`config.mk`:
```
export PLATFORM = sky130hd
export DESIGN_NAME = bv4_inv_pipe
export DESIGN_NICKNAME = d
export VERILOG_FILES = /design/src/rtl/bv4_inv_pipe.sv
export SDC_FILE = /design/constraint.sdc
export NUM_CORES = 1
export LEC_CHECK = 0
export ABC_AREA = 0
export CAP_MARGIN = 15
export CELL_PAD_IN_SITES_DETAIL_PLACEMENT = 1
export CELL_PAD_IN_SITES_GLOBAL_PLACEMENT = 2
export CORE_ASPECT_RATIO = 0.75
export CORE_MARGIN = 4
export CORE_UTILIZATION = 33
export DETAILED_ROUTE_END_ITERATION = 8
export PLACE_DENSITY_LB_ADDON = 0.25
export SETUP_SLACK_MARGIN = 0.5
export SLEW_MARGIN = 20
export SYNTH_ARGS = -nofsm -noshare
export SYNTH_HDL_FRONTEND = slang
export SYNTH_SLANG_ARGS = --single-unit
```
`constraint.sdc`:
```
create_clock -name in_clock -period 1.8 [get_ports in_clock]
set_input_delay 0.27 -clock in_clock [delete_from_list [all_inputs] [get_ports in_clock]]
set_output_delay 0.27 -clock in_clock [all_outputs]
set_load 0.02 [all_outputs]
```
`src/rtl/bv4_inv_pipe.sv`:
```
// Two-stage GF(2^4) inverter in tower normal basis, LANES independent nibbles per beat.
// Define BV4_INV_PIPE_CNT_EN to add a saturating out_count of output transfers.
module bv4_inv_pipe #(
    parameter int unsigned LANES = 1
) (
    input  logic               in_clock,
    input  logic               in_reset_n,
    input  logic [4*LANES-1:0] in_a,
    input  logic               in_valid,
    output logic               in_ready,
    output logic [4*LANES-1:0] out_b,
    output logic               out_valid,
    input  logic               out_ready
`ifdef BV4_INV_PIPE_CNT_EN
    ,
    output logic [7:0]         out_count
`endif
);

    function automatic logic [1:0] gf2_swap(input logic [1:0] x);
        return {x[0], x[1]};
    endfunction

    function automatic logic [1:0] gf2_sigma(input logic [1:0] x);
        return {x[0], x[0] ^ x[1]};
    endfunction

    function automatic logic [1:0] gf2_mul(input logic [1:0] a, input logic [1:0] b);
        logic p;
        p = (a[1] ^ a[0]) & (b[1] ^ b[0]);
        return {(a[1] & b[1]) ^ p, (a[0] & b[0]) ^ p};
    endfunction

    logic [2*LANES-1:0] theta_d, theta_q;
    logic [2*LANES-1:0] ah_d, ah_q;
    logic [2*LANES-1:0] al_d, al_q;
    logic [4*LANES-1:0] b_d, b_q;
    logic               v1_d, v1_q;
    logic               v2_d, v2_q;
    logic               load2, in_xfer, out_xfer;

    assign load2     = v1_q && (!v2_q || out_ready);
    assign in_ready  = !v1_q || load2;
    assign in_xfer   = in_valid && in_ready;
    assign out_xfer  = v2_q && out_ready;
    assign out_valid = v2_q;
    assign out_b     = b_q;

    always_comb begin
        theta_d = '0;
        ah_d    = '0;
        al_d    = '0;
        for (int unsigned i = 0; i < LANES; i++) begin
            ah_d[2*i +: 2]    = in_a[4*i+2 +: 2];
            al_d[2*i +: 2]    = in_a[4*i +: 2];
            theta_d[2*i +: 2] = gf2_sigma(gf2_swap(ah_d[2*i +: 2] ^ al_d[2*i +: 2]))
                              ^ gf2_mul(ah_d[2*i +: 2], al_d[2*i +: 2]);
        end
    end

    // theta == 0 only for a zero operand, and its swap-inverse 0 yields a zero result.
    always_comb begin
        b_d = '0;
        for (int unsigned i = 0; i < LANES; i++) begin
            b_d[4*i+2 +: 2] = gf2_mul(gf2_swap(theta_q[2*i +: 2]), al_q[2*i +: 2]);
            b_d[4*i +: 2]   = gf2_mul(gf2_swap(theta_q[2*i +: 2]), ah_q[2*i +: 2]);
        end
    end

    always_comb begin
        v1_d = v1_q;
        if (in_xfer) begin
            v1_d = 1'b1;
        end else if (load2) begin
            v1_d = 1'b0;
        end
        v2_d = v2_q;
        if (load2) begin
            v2_d = 1'b1;
        end else if (out_xfer) begin
            v2_d = 1'b0;
        end
    end

    always_ff @(posedge in_clock or negedge in_reset_n) begin
        if (!in_reset_n) begin
            theta_q <= '0;
            ah_q    <= '0;
            al_q    <= '0;
            v1_q    <= 1'b0;
            b_q     <= '0;
            v2_q    <= 1'b0;
        end else begin
            if (in_xfer) begin
                theta_q <= theta_d;
                ah_q    <= ah_d;
                al_q    <= al_d;
            end
            if (load2) begin
                b_q <= b_d;
            end
            v1_q <= v1_d;
            v2_q <= v2_d;
        end
    end

`ifdef BV4_INV_PIPE_CNT_EN
    logic [7:0] cnt_d, cnt_q;

    always_comb begin
        cnt_d = cnt_q;
        if (out_xfer && cnt_q != 8'hFF) begin
            cnt_d = cnt_q + 8'd1;
        end
    end

    always_ff @(posedge in_clock or negedge in_reset_n) begin
        if (!in_reset_n) begin
            cnt_q <= 8'd0;
        end else begin
            cnt_q <= cnt_d;
        end
    end

    assign out_count = cnt_q;
`endif

endmodule

```
==> flow_summary_export.csv <==
group,metric,value,unit
run_status,status,"finished clean",
sta,slew_violations,0,
cts,htreeDepth,1,
critical_path,r2r_cells,3,
yosys,avgSynthCellArea,11.37,um2
yosys,synthFlopType,"dfrtp_1",
power,p_leak,0.0004340,uW
sta,tns,0,ns
yosys,yosysTopAreaCell,"dfrtp_1",
global_route,grt_pass1_wl,2718,um
placement,gp_congestion,0.6583,
layout,drive_gt1_share,39.24,%
critical_path,cp-startpoint,"out_ready",
die,ioPinCount,14,
critical_path,r2r_slack,0.62,ns
sta,fin_crit_sh,72.07,%
cts,postCtsSetupBuffers,0,
layout,fin_nets,90,
global_route,grt_overflow,0,
global_route,grt_antenna_before_repair,0,
sta,skew,0.004686,ns
worst_hold_path,holdCritPathClass,"in -> reg",
yosys,netlist_area,670.6,um2
critical_path,crit_path_end_kind,"output pin",
detailed_routing,drtIter0Drc,11,
detailed_routing,via_per_inst,4.980,
detailed_routing,ant_nets,0,
die,die_h,47.04,um
power,power_density,1080,nW/um2
worst_hold_path,min_to,"ah_q[0]",
yosys,yosysTopAreaCellShare,44.78,%
worst_hold_path,min_from,"in_a[2]",
layout,n_antenna_cell,0,
sta,tightestPinTransition,0.5806,ns
detailed_routing,remaining_drc_errors,0,
die,start_util,36.81,%
yosys,ys_warn_count,0,
cts,clkTransAtPathRegs,0.08,ns
yosys,synth_cell_types,16,
cts,cts_buffer_depth,2,
die,die-area,2825,um2
cts,root_buffer,"clkbuf_4",
yosys,ys_seq_area_share,44.78,%
sta,max_freq,770.8,MHz
yosys,yosysMostFrequentCell,"dfrtp_1",
yosys,synth_cells,59,
yosys,synth_edf_count,0,
layout,multi_input_area,435.4,um2
sta,final-hold-violation-count,0,
die,die_w,60.06,um
layout,seq_area,304.0,um2
cts,insertion_delay,0.28,ns
critical_path,arrival,1.03,ns
yosys,async_flop_share,100.0,%
detailed_routing,num_vias,503,
cts,clock_sinks,12,
critical_path,path_max_fanout,2,
cts,cts_tree,"built",
sta,setup_viol,0,
job,cap_viol_max_count,0,
global_route,track_usage,13.83,%
die,core_area,1822,um2
die,num_rows,13,
detailed_routing,dr.pass1.iters,2,
global_route,grt_pass1_vias,550,
yosys,synthTopCellsByArea,"dfrtp_1, mux2_2, mux2_1, xnor3_1, nand2b_1",
critical_path,criticalPathCategory,"in -> out",
critical_path,startpoint_type,"primary input",
worst_hold_path,whs_path_depth,2,
sta,hold_slack,0.3374,ns
critical_path,worst_r2r_endpoint,"out_b[1]",
detailed_routing,totalWireLength,1566,um
yosys,ys_ff_latch,12,
placement,port_buffers,13,
sta,rsz0062_at_grt,"yes",
yosys,synthTopCellsByCount,"dfrtp_1, nand2_1, mux2_2, nand2b_1, o21ai_0",
yosys,syn-num-nets,69,
sta,timing.slew.headroom,61.17,%
detailed_routing,wire_per_inst,15.50,um
critical_path,critical_path_required,1.53,ns
layout,nFillCells,202,
cts,numCtsBuffers,3,
sta,layout_min_cycle_time,1.297,ns
layout,syn_to_final_growth,40.49,%
power,irDropWorstVdd,0.5905,mV
critical_path,worstReg2RegStart,"theta_q[1]",
global_route,grt_max_degree,13,
==> how the worst max path moves through the flow <==
stage / depth (start not counted) / slack [ns] / endpoint
3_5_place_dp: 5 / -0.12 / theta_q[0]
2_1_floorplan: 3 / 0.47 / ah_q[0]
5_1_grt: 3 / 0.46 / in_ready
6_report: 3 / 0.50 / in_ready
4_1_cts: 3 / 0.33 / in_ready
3_3_place_gp: 5 / -0.06 / theta_q[0]
==> stage by stage <==
| step | utilization [%] | power (uW) | std cells | instance area [um2] | setup slack [ns] |
|---|---|---|---|---|---|
| global route | 51.72 | 1092 | 101 | 942.2 | 0.4550 |
| global placement | 48.49 | 798.2 | 97 | 883.3 | -0.06318 |
| CTS | 51.85 | 1027 | 101 | 944.7 | 0.3292 |
| finish | 51.72 | 1017 | 101 | 942.2 | 0.5027 |
| floorplan | - | 661.5 | 59 | 698.2 | 0.4705 |
| detailed placement | 48.49 | 817.5 | 97 | 883.3 | -0.1210 |
==> flip-flops by register name, indices dropped and copies added, names as in the netlist <==
| register | flops |
|---|---|
| out_valid | 1 |
| v1_q | 1 |
| al_q | 2 |
| ah_q | 2 |
| theta_q | 2 |
| out_b | 4 |
==> cell families (layout without fill, tap and decap cells) <==
family          count (synthesis)  after routing  synth area share (%)
compound gates                 11             11                 9.888
mux                            10             10                 16.79
flops                          12             12                 44.78
simple gates                   17             17                 12.69
fa+ha+maj                       2              2                 3.731
xor+xnor                        5              5                 10.63
buf+inv                         2             22                 1.493
==> power breakdown <==
group / internal (uW) / switching [uW]
clock: 123 / 102
combinational: 205 / 164
sequential: 341 / 80.6
total: 670 / 347
==> worst max-delay path, stage by stage <==
cell	delay, ns
clkdlybuf4s50_1	0.46
nand3b_1	0.12
clkbuf_2	0.18
==> layout by cell type, fill, tap and decap left out, drive strengths merged <==
cell type and instances:
clkbuf 7, nand2b 6, dlygate4sd2 4, mux2 10
ha 2, o21ai 7, a22oi 3, nand2 7
clkdlybuf4s50 3, clkdlybuf4s15 1, a32oi 1, xnor3 2
buf 7, dfrtp 12, xnor2 3, nand3b 1
nor2 3
==> area by class of cell <==
cell class	count	share of cell area [%]
clock buffers	4	3.851
well taps	22	2.922
flip-flops and latches	12	32.27
multi-input cells	45	46.22
repair buffers	18	14.74
==> per-layer routing <==
metal  GRT usage (%)  part of all wire [%]  up-vias
li1                -                     -      252
met1           16.92                    45      242
met2           23.28                    51        9
met3           4.945                   4.2        0
met4           3.982                     0        0
met5               0                     0        -
==> repair_timing <==
item / CTS / global route
hold buffers: 0 / 0
gates resized for setup: 24 / 7
endpoints found under the setup margin: 8 / 11
pin swaps: 5 / 1
No activity file was read; power rests on OpenSTA's default activity.
